**src/rtl/trs80_pkg.sv**
```systemverilog
// ----------------------------------------------------------------------------
// trs80_pkg : shared types and constants for the joystick SAR scanner
// Revision  : 1.0
// ----------------------------------------------------------------------------
`default_nettype none

package trs80_pkg;

  localparam int JOY_BITS     = 6;
  localparam int JOY_CHANNELS = 4;

  localparam logic [1:0] JOY0 = 2'b00;
  localparam logic [1:0] JOY1 = 2'b01;
  localparam logic [1:0] JOY2 = 2'b10;
  localparam logic [1:0] JOY3 = 2'b11;

  typedef enum logic [2:0] {
    IDLE   = 3'd0,
    TRIAL  = 3'd1,
    WAIT   = 3'd2,
    SAMPLE = 3'd3,
    NEXT   = 3'd4,
    DONE   = 3'd5
  } joy_sar_state_t;

  // Lowest-numbered channel present in a mask (JOY3 when the mask is empty).
  function automatic logic [1:0] lowest_chan(input logic [JOY_CHANNELS-1:0] m);
    if (m[0])      return JOY0;
    else if (m[1]) return JOY1;
    else if (m[2]) return JOY2;
    else           return JOY3;
  endfunction

endpackage

`default_nettype wire

```
**src/rtl/trs80_sar_step.sv**
```systemverilog
// ----------------------------------------------------------------------------
// trs80_sar_step : single-channel 6-bit successive-approximation engine
// Revision       : 1.0
// ----------------------------------------------------------------------------
`default_nettype none

module trs80_sar_step
  import trs80_pkg::*;
#(
  parameter int SETTLE = 2
) (
  input  logic                clk,
  input  logic                reset_n,
  input  logic                go,
  input  logic                hilo,
  output logic [JOY_BITS-1:0] dac,
  output logic [JOY_BITS-1:0] result,
  output logic                fin
);

  localparam int CW = (SETTLE > 2) ? $clog2(SETTLE) : 1;

  joy_sar_state_t      phase, phase_nx;
  logic [JOY_BITS-1:0] acc, acc_nx, dac_nx;
  logic [2:0]          bit_idx, bit_nx;
  logic [CW-1:0]       cnt, cnt_nx;

  always_ff @(posedge clk or negedge reset_n) begin
    if (!reset_n) begin
      phase   <= IDLE;
      acc     <= '0;
      dac     <= '0;
      bit_idx <= '0;
      cnt     <= '0;
    end else begin
      phase   <= phase_nx;
      acc     <= acc_nx;
      dac     <= dac_nx;
      bit_idx <= bit_nx;
      cnt     <= cnt_nx;
    end
  end

  always_comb begin
    phase_nx = phase;
    acc_nx   = acc;
    dac_nx   = dac;
    bit_nx   = bit_idx;
    cnt_nx   = cnt;
    fin      = 1'b0;
    // The trial value already holds the bit under test, so a 1 keeps it.
    result   = hilo ? dac : acc;

    case (phase)
      IDLE: begin
        if (go) begin
          phase_nx = TRIAL;
          acc_nx   = '0;
          bit_nx   = 3'(JOY_BITS - 1);
        end
      end
      TRIAL: begin
        dac_nx   = acc | (JOY_BITS'(1) << bit_idx);
        cnt_nx   = CW'(SETTLE - 2);
        phase_nx = WAIT;
      end
      WAIT: begin
        if (cnt == '0) phase_nx = SAMPLE;
        else           cnt_nx   = cnt - CW'(1);
      end
      SAMPLE: begin
        acc_nx = result;
        if (bit_idx == 3'd0) begin
          fin = 1'b1;
          if (go) begin
            // Back-to-back channel: restart without an idle cycle.
            phase_nx = TRIAL;
            acc_nx   = '0;
            bit_nx   = 3'(JOY_BITS - 1);
          end else begin
            phase_nx = IDLE;
            dac_nx   = '0;
          end
        end else begin
          bit_nx   = bit_idx - 3'd1;
          phase_nx = TRIAL;
        end
      end
      default: phase_nx = IDLE;
    endcase
  end

endmodule

`default_nettype wire

```
**src/rtl/trs80_joy_sar.sv**
```systemverilog
// ----------------------------------------------------------------------------
// trs80_joy_sar : four-channel SAR joystick scanner; JOYSCAN_AUTO_EN adds
//                 periodic rescans after the first external start.
// Revision      : 1.0
// ----------------------------------------------------------------------------
`default_nettype none

module trs80_joy_sar
  import trs80_pkg::*;
#(
  parameter int SETTLE = 2
`ifdef JOYSCAN_AUTO_EN
  , parameter logic [15:0] AUTO_INTERVAL = 16'd1000
`endif
) (
  input  logic                    clk,
  input  logic                    reset_n,
  input  logic                    start,
  input  logic [JOY_CHANNELS-1:0] chan_mask,
  input  logic                    hilo,
  output logic [JOY_BITS-1:0]     dac,
  output logic                    selb,
  output logic                    sela,
  output logic                    busy,
  output logic                    done,
  output logic [JOY_BITS-1:0]     joy0,
  output logic [JOY_BITS-1:0]     joy1,
  output logic [JOY_BITS-1:0]     joy2,
  output logic [JOY_BITS-1:0]     joy3,
  output logic                    snd_mute
);

  joy_sar_state_t          state, state_nx;
  logic [JOY_CHANNELS-1:0] rem, scan_mask, pick_src;
  logic [1:0]              sel, pick;
  logic [JOY_BITS-1:0]     joy [JOY_CHANNELS];
  logic [JOY_BITS-1:0]     step_result;
  logic                    go, fin, trig;

`ifdef JOYSCAN_AUTO_EN
  logic                    armed, auto_fire;
  logic [15:0]             auto_cnt;
  logic [JOY_CHANNELS-1:0] last_mask;

  assign auto_fire = armed && (state == IDLE) && (auto_cnt == AUTO_INTERVAL - 16'd1);
  assign trig      = (state == IDLE) && (start || auto_fire);
  assign scan_mask = start ? chan_mask : last_mask;

  // Counter only advances in IDLE, so it measures idle time since the last done.
  always_ff @(posedge clk or negedge reset_n) begin
    if (!reset_n) begin
      armed     <= 1'b0;
      auto_cnt  <= '0;
      last_mask <= '0;
    end else if ((state == IDLE) && start) begin
      armed     <= 1'b1;
      auto_cnt  <= '0;
      last_mask <= chan_mask;
    end else if ((state == IDLE) && armed) begin
      auto_cnt  <= auto_fire ? 16'd0 : auto_cnt + 16'd1;
    end else begin
      auto_cnt  <= '0;
    end
  end
`else
  assign trig      = (state == IDLE) && start;
  assign scan_mask = chan_mask;
`endif

  assign pick_src = (state == IDLE) ? scan_mask : rem;
  assign pick     = lowest_chan(pick_src);

  always_ff @(posedge clk or negedge reset_n) begin
    if (!reset_n) state <= IDLE;
    else          state <= state_nx;
  end

  // NEXT spans a whole channel conversion; the channel hand-off happens on fin.
  always_comb begin
    state_nx = state;
    go       = 1'b0;
    case (state)
      IDLE: begin
        if (trig) begin
          if (scan_mask != '0) begin
            state_nx = NEXT;
            go       = 1'b1;
          end else begin
            state_nx = DONE;
          end
        end
      end
      NEXT: begin
        if (fin) begin
          if (rem != '0) go       = 1'b1;
          else           state_nx = DONE;
        end
      end
      DONE:    state_nx = IDLE;
      default: state_nx = IDLE;
    endcase
  end

  always_ff @(posedge clk or negedge reset_n) begin
    if (!reset_n) begin
      rem <= '0;
      sel <= JOY0;
      for (int i = 0; i < JOY_CHANNELS; i++) joy[i] <= '0;
    end else begin
      if ((state == NEXT) && fin) joy[sel] <= step_result;
      if (go) begin
        sel <= pick;
        rem <= pick_src & ~(JOY_CHANNELS'(1) << pick);
      end else if ((state == NEXT) && fin) begin
        sel <= JOY0;
      end
    end
  end

  trs80_sar_step #(
    .SETTLE (SETTLE)
  ) u_step (
    .clk     (clk),
    .reset_n (reset_n),
    .go      (go),
    .hilo    (hilo),
    .dac     (dac),
    .result  (step_result),
    .fin     (fin)
  );

  assign {selb, sela} = sel;
  assign busy         = (state == NEXT);
  assign done         = (state == DONE);
  assign snd_mute     = busy;
  assign joy0         = joy[0];
  assign joy1         = joy[1];
  assign joy2         = joy[2];
  assign joy3         = joy[3];

endmodule

`default_nettype wire

```
**config.mk**
```make
export PLATFORM = sky130hd
export DESIGN_NAME = trs80_joy_sar
export DESIGN_NICKNAME = d
export VERILOG_FILES = /design/src/rtl/trs80_pkg.sv /design/src/rtl/trs80_sar_step.sv /design/src/rtl/trs80_joy_sar.sv
export SDC_FILE = /design/constraint.sdc
export NUM_CORES = 1
export LEC_CHECK = 0
export ABC_AREA = 1
export CORE_UTILIZATION = 56
export DETAILED_ROUTE_END_ITERATION = 7
export PLACE_DENSITY = 0.94
export SKIP_CTS_REPAIR_TIMING = 1
export SYNTH_ARGS = -nofsm -noshare
export SYNTH_HDL_FRONTEND = slang
export SYNTH_SLANG_ARGS = --single-unit
```
**constraint.sdc**
```tcl
create_clock -name clk -period 3.07 [get_ports clk]
set_clock_uncertainty 0.05 [all_clocks]
set_input_delay 0.7675 -clock clk [delete_from_list [all_inputs] [get_ports clk]]
set_output_delay 0.7675 -clock clk [all_outputs]
set_load 0.02 [all_outputs]
```
## Word level (Yosys, flattened, before mapping)

Cells that the tools add are included.

- $add $sub $neg: 2
- Multiply operators: 0
- Div/mod/pow operators: 0
- Magnitude comparators: 2
- Equal/unequal tests: 12
- Shifts and indexed selects: 2
- Multiplexer cells: 39
- Bitwise gates (word level): 4
- Reduce and logical (&&, ||, !) cells: 16

Operators by type and width:

| operator | count |
|---|---|
| $mux 6 | 7 |
| $bwmux 24 | 1 |
| $pmux 6 s2 | 2 |
| $mux 3 | 7 |
| $demux 6 s2 | 1 |
| $pmux 3 s2 | 2 |
| $pmux 3 s4 | 1 |
| $mux 1 | 11 |
| $ne 2x2->1 const B | 5 |
| $logic_not 3->1 | 3 |
| $mux 2 | 4 |
| $reduce_bool 2->1 | 4 |
| $reduce_bool 4->1 | 2 |
| $eq 3x2->1 const B | 2 |
| $eq 3x3->1 const B | 2 |
| $or 6x6->6 | 1 |
| $reduce_and 3->1 | 2 |
| $shl 1x3->6 const A | 1 |
| $and 4x4->4 | 1 |
| $mux 4 | 1 |
| $ne 2x1->1 const B | 2 |
| $not 4->4 | 1 |
| $pmux 1 s2 | 2 |
| $reduce_and 2->1 | 2 |
| other kinds (8) | 10 |

- Flip-flop bits (word level): 52
- Latch bits: 0
- RAM bits: 0
- ROM bits: 0
- Input port bits: 8
- Output and inout port bits: 35
- Logic and storage cells: 89
- Memories kept: 0

## Logic depth before layout (Yosys ltp)

- Depth after elaboration: 8
- Depth in mapped cells: 10
- Mapped depth without buffers: 10

## Hierarchy

Synthesis repeated with hierarchy kept, for this count alone.

- Cell total of the unflattened synthesis: 321
- Area, all modules: 2513.7 um2

Modules (own cells, without submodules):

| module | times used | cells an instance | area an instance (um2) | seq. area each (um2) |
|---|---|---|---|---|
| trs80_joy_sar | 1 | 179 | 1475.2 | 800.8 |
| trs80_sar_step | 1 | 142 | 1038.5 | 425.4 |

## Worst setup path before layout

OpenSTA, ideal clock, no wires.

- Path kind: input -> register
- Start point: in start
- End point: reg u_step.acc[0]
- Setup time: 0.117 ns
- Data arrival time: 1.556 ns
- Data required time: 2.903 ns
- Setup slack: 1.347 ns
- Cell stages on the path: 8
- Path through: inv_1 -> nor3_2 -> nand2_2 -> nand3_4 -> o21ai_2 -> buf_6 -> nand2_1 -> o21ai_2

- Cells in the longest elaborated chain, start to end: 6

Ends and longest elaborated chain:

| what | RTL line | source |
|---|---|---|
| start, declared | trs80_joy_sar.sv:18 | `input logic start,` |
| $logic_and 1x1->1 (*) | trs80_joy_sar.sv:66 | `assign trig = (state == IDLE) && start;` |
| $mux 1 (*) | trs80_joy_sar.sv:84 | `if (trig) begin` |
| $pmux 1 s2 (*) | trs80_joy_sar.sv:82 | `case (state)` |
| $mux 6 | trs80_sar_step.sv:75 | `if (go) begin` |
| $mux 6 | trs80_sar_step.sv:73 | `if (bit_idx == 3'd0) begin` |
| $pmux 6 s2 | trs80_sar_step.sv:54 | `case (phase)` |
| end signal, assigned | trs80_sar_step.sv:37 | `acc <= acc_nx;` |
| end, declared | trs80_sar_step.sv:24 | `logic [JOY_BITS-1:0] acc, acc_nx, dac_nx;` |

Mark *: on every way between the ends. The rest lies on a longest branch, timed or not.
A chain may end at the register's enable or synchronous reset.

## Worst setup path in the final report

- Start point: reg state[0]
- End point: out busy

- Cells in the longest elaborated chain, start to end: 1

Ends and longest elaborated chain:

| what | RTL line | source |
|---|---|---|
| start, declared | trs80_joy_sar.sv:33 | `joy_sar_state_t state, state_nx;` |
| start signal, assigned | trs80_joy_sar.sv:75 | `else state <= state_nx;` |
| $eq 3x3->1 | trs80_joy_sar.sv:133 | `assign busy = (state == NEXT);` |
| end, declared | trs80_joy_sar.sv:24 | `output logic busy,` |

No other way between the ends.

==> out/results.ini <==
[global_routing]
grt_antenna_before_repair=0
gr-usage-all-layers_pct=27.1
grt_pass1_vias=1774
grt_pass1_wl_um=8680
grt_max_degree=30
grt.overflow.total=0

[critical_path]
slowest_delay_ns=0.63
worstPathArrival_ns=1.69
worstSetupEndpointType=output pin
crit_top_cell=inv_1
critical_path.max_fanout=5
worstPathCellList=inv_1 > nand2_1 > inv_1 > clkdlybuf4s50_1
regToRegSetupSlack_ns=0.99
path_class=reg2out
start_kind=flip-flop
crit_path_top_delay_cell=clkdlybuf4s50_1
cp.required_ns=2.25

[power_and_ir_drop]
p_seq_share_pct=34.4
clock_power_share_pct=16.8
p_switching_mw=1.37
irDropWorstVdd_uv=636
netSwitchingFraction_pct=42.0
comb_power_share_pct=48.8
p_int_mw=1.89
leakage_nw=1.36
p_per_area_mw_per_mm2=1130

[synth]
synth-edff-count=0
yosys-top-cells-count=nand2_1, dfrtp_1, o21ai_0, inv_1, nor2_1
yosys.area.top_type=dfrtp_1
ys.flop_type=dfrtp_1
syn_inst=254
synth_area_leaders=dfrtp_1, nand2_1, o21ai_0
yosysMostFrequentCell=nand2_1
ys_async_sr_fraction_pct=100
yosysSeqAreaShare_pct=53.1
synth_area_per_cell_um2=9.10
yosysWarningCount=0
synthesis.nets=271
synth.distinct_cells=25
synth-seq-cells=49
netlist.area_leader.share_pct=53.1
syn_area_mm2=0.00231

[final_layout]
nFillCells=242
finalNetCount=314
synthToLayoutAreaGrowth_pct=25.0
drive_gt1_share_pct=8.72
antennaDiodeCount=0
fin_cells=346

[timing]
rsz0062_at_grt=false
period_needed_ns=2.50
fin_crit_sh_pct=81.6
worst_slew_pin_slew_ns=0.650
relSlewSlack_pct=56.7
maxSlewViolCount=0
finalSetupTns_ns=0
report.final.hold_viol_count=0
setup_viol=0
max_freq_mhz=399

[worst_hold_path]
min_path_type=in2async

[clock_tree]
cts_inserted_buffers=5
cts_htree_levels=2
clock_sinks=49
clock-root-buffer=clkbuf_8
cts.clk_slew.worst_paths_ns=0.09
clkLatencyLatePin_ns=0.31
clockBufferDepth=2
cts_tree=done

[route]
route.detailed.drc=0
wl_per_cell_um=15.2
ant_nets=0
wirelength_um=5270
drtPass1Iterations=4
avgViaCountPerCell=5.53
via_count=1913
drt_iter0_drc=233

[job]
cap_violations=0

[floorplanning]
core_mm2=0.00380
die_w_um=66.2
rows=22
dieArea_mm2=0.00439
die_h_um=66.2
initial_utilization_pct=60.8
pin_count=43

[placement]
post-place-cells=338
dp_hpwl_um=3720
portBuffers=42
globalplace.congestion=0.921

[outcome]
status=complete, no violations

[final timing paths]
| check | from | end | depth (start not counted) |
|---|---|---|---|
| min in group clk | joy1[2] | joy1[2] | 2 |
| min reg2reg | joy1[2] | joy1[2] | 2 |
| max | state[0] | busy | 4 |
| max in group asynchronous | reset_n | rem[3] | 2 |
| min | reset_n | u_step.bit_idx[0] | 1 |
| max reg2reg | u_step.bit_idx[0] | joy2[4] | 7 |
[state kept, by name, indices dropped and copies added, names as in the netlist]
register	cells
u_step.dac	6
joy3	6
sel	2
rem	4
u_step.bit_idx	3
joy1	6
joy2	6
state	2
u_step.phase	2
u_step.acc	6
joy0	6
[kinds of logic after synthesis]
group,Yosys count,share of synthesized area (%)
simple gates,99,19.0
compound gates,62,15.0
flops,49,53.1
buf+inv,29,5.47
fa+ha+maj,9,4.87
mux,6,2.60
[power by group through the flow]
stage	Clock (mW)	Sequential, mW	Combinational [mW]
5_1_grt	0.580	1.14	1.74
6_report	0.548	1.12	1.59
3_5_place_dp	0	1.12	1.56
2_1_floorplan	0	1.33	0.717
3_3_place_gp	0	1.11	1.50
4_1_cts	0.551	1.11	1.60
[area by class of cell]
cell class | count | area [µm²] | area share (%)
Sequential cell | 49 | 1230 | 42.5
Multi-Input combinational cell | 176 | 958 | 33.2
Timing Repair Buffer | 43 | 423 | 14.6
Inverter | 22 | 82.6 | 2.86
Clock buffer | 5 | 68.8 | 2.38
Clock inverter | 3 | 68.8 | 2.38
Tap cell | 48 | 60.1 | 2.08
[layout by cell type, fill, tap and decap left out, drive strengths merged]
cell            n
nor2           17
mux2i           6
nand3          12
o21bai          1
buf             2
inv            23
o22ai           1
o21ai          47
o31ai           2
nor3            2
clkdlybuf4s50  41
ha              9
dfrtp          49
a21oi          10
bufinv          2
clkbuf          5
nand2          68
a31oi           1
[per-layer routing]
metal / global-route usage (%) / up-vias / part of all wire, %
met3: 5.17 / 8 / 5.0
li1: - / 922 / -
met1: 35.0 / 911 / 42
met4: 8.24 / 0 / 1.3
met5: 0 / - / 0
met2: 46.2 / 72 / 51
[worst max-delay path, delay by kind of cell (launching register included)]
| kind | cells | cell delay (ns) |
|---|---|---|
| DFF | 1 | 0.43 |
| buffers and inverters | 3 | 0.83 |
| and+or+nand+nor | 1 | 0.13 |
[per-stage QoR]
| stage | worst slack [ns] | utilization [%] | cell area (µm²) | hold slack [ns] | total power, mW |
|---|---|---|---|---|---|
| after global placement | 0.770 | 72.4 | 2750 | 0.415 | 2.61 |
| after CTS | 0.563 | 76.0 | 2890 | 0.371 | 3.26 |
| final | 0.565 | 76.0 | 2890 | 0.348 | 3.25 |
| after floorplan | 1.35 | - | 2310 | 0.418 | 2.05 |
| after detailed placement | 0.726 | 72.4 | 2750 | 0.424 | 2.69 |
| after global routing | 0.513 | 76.0 | 2890 | 0.389 | 3.47 |
No activity file was read; power rests on OpenSTA's default activity.
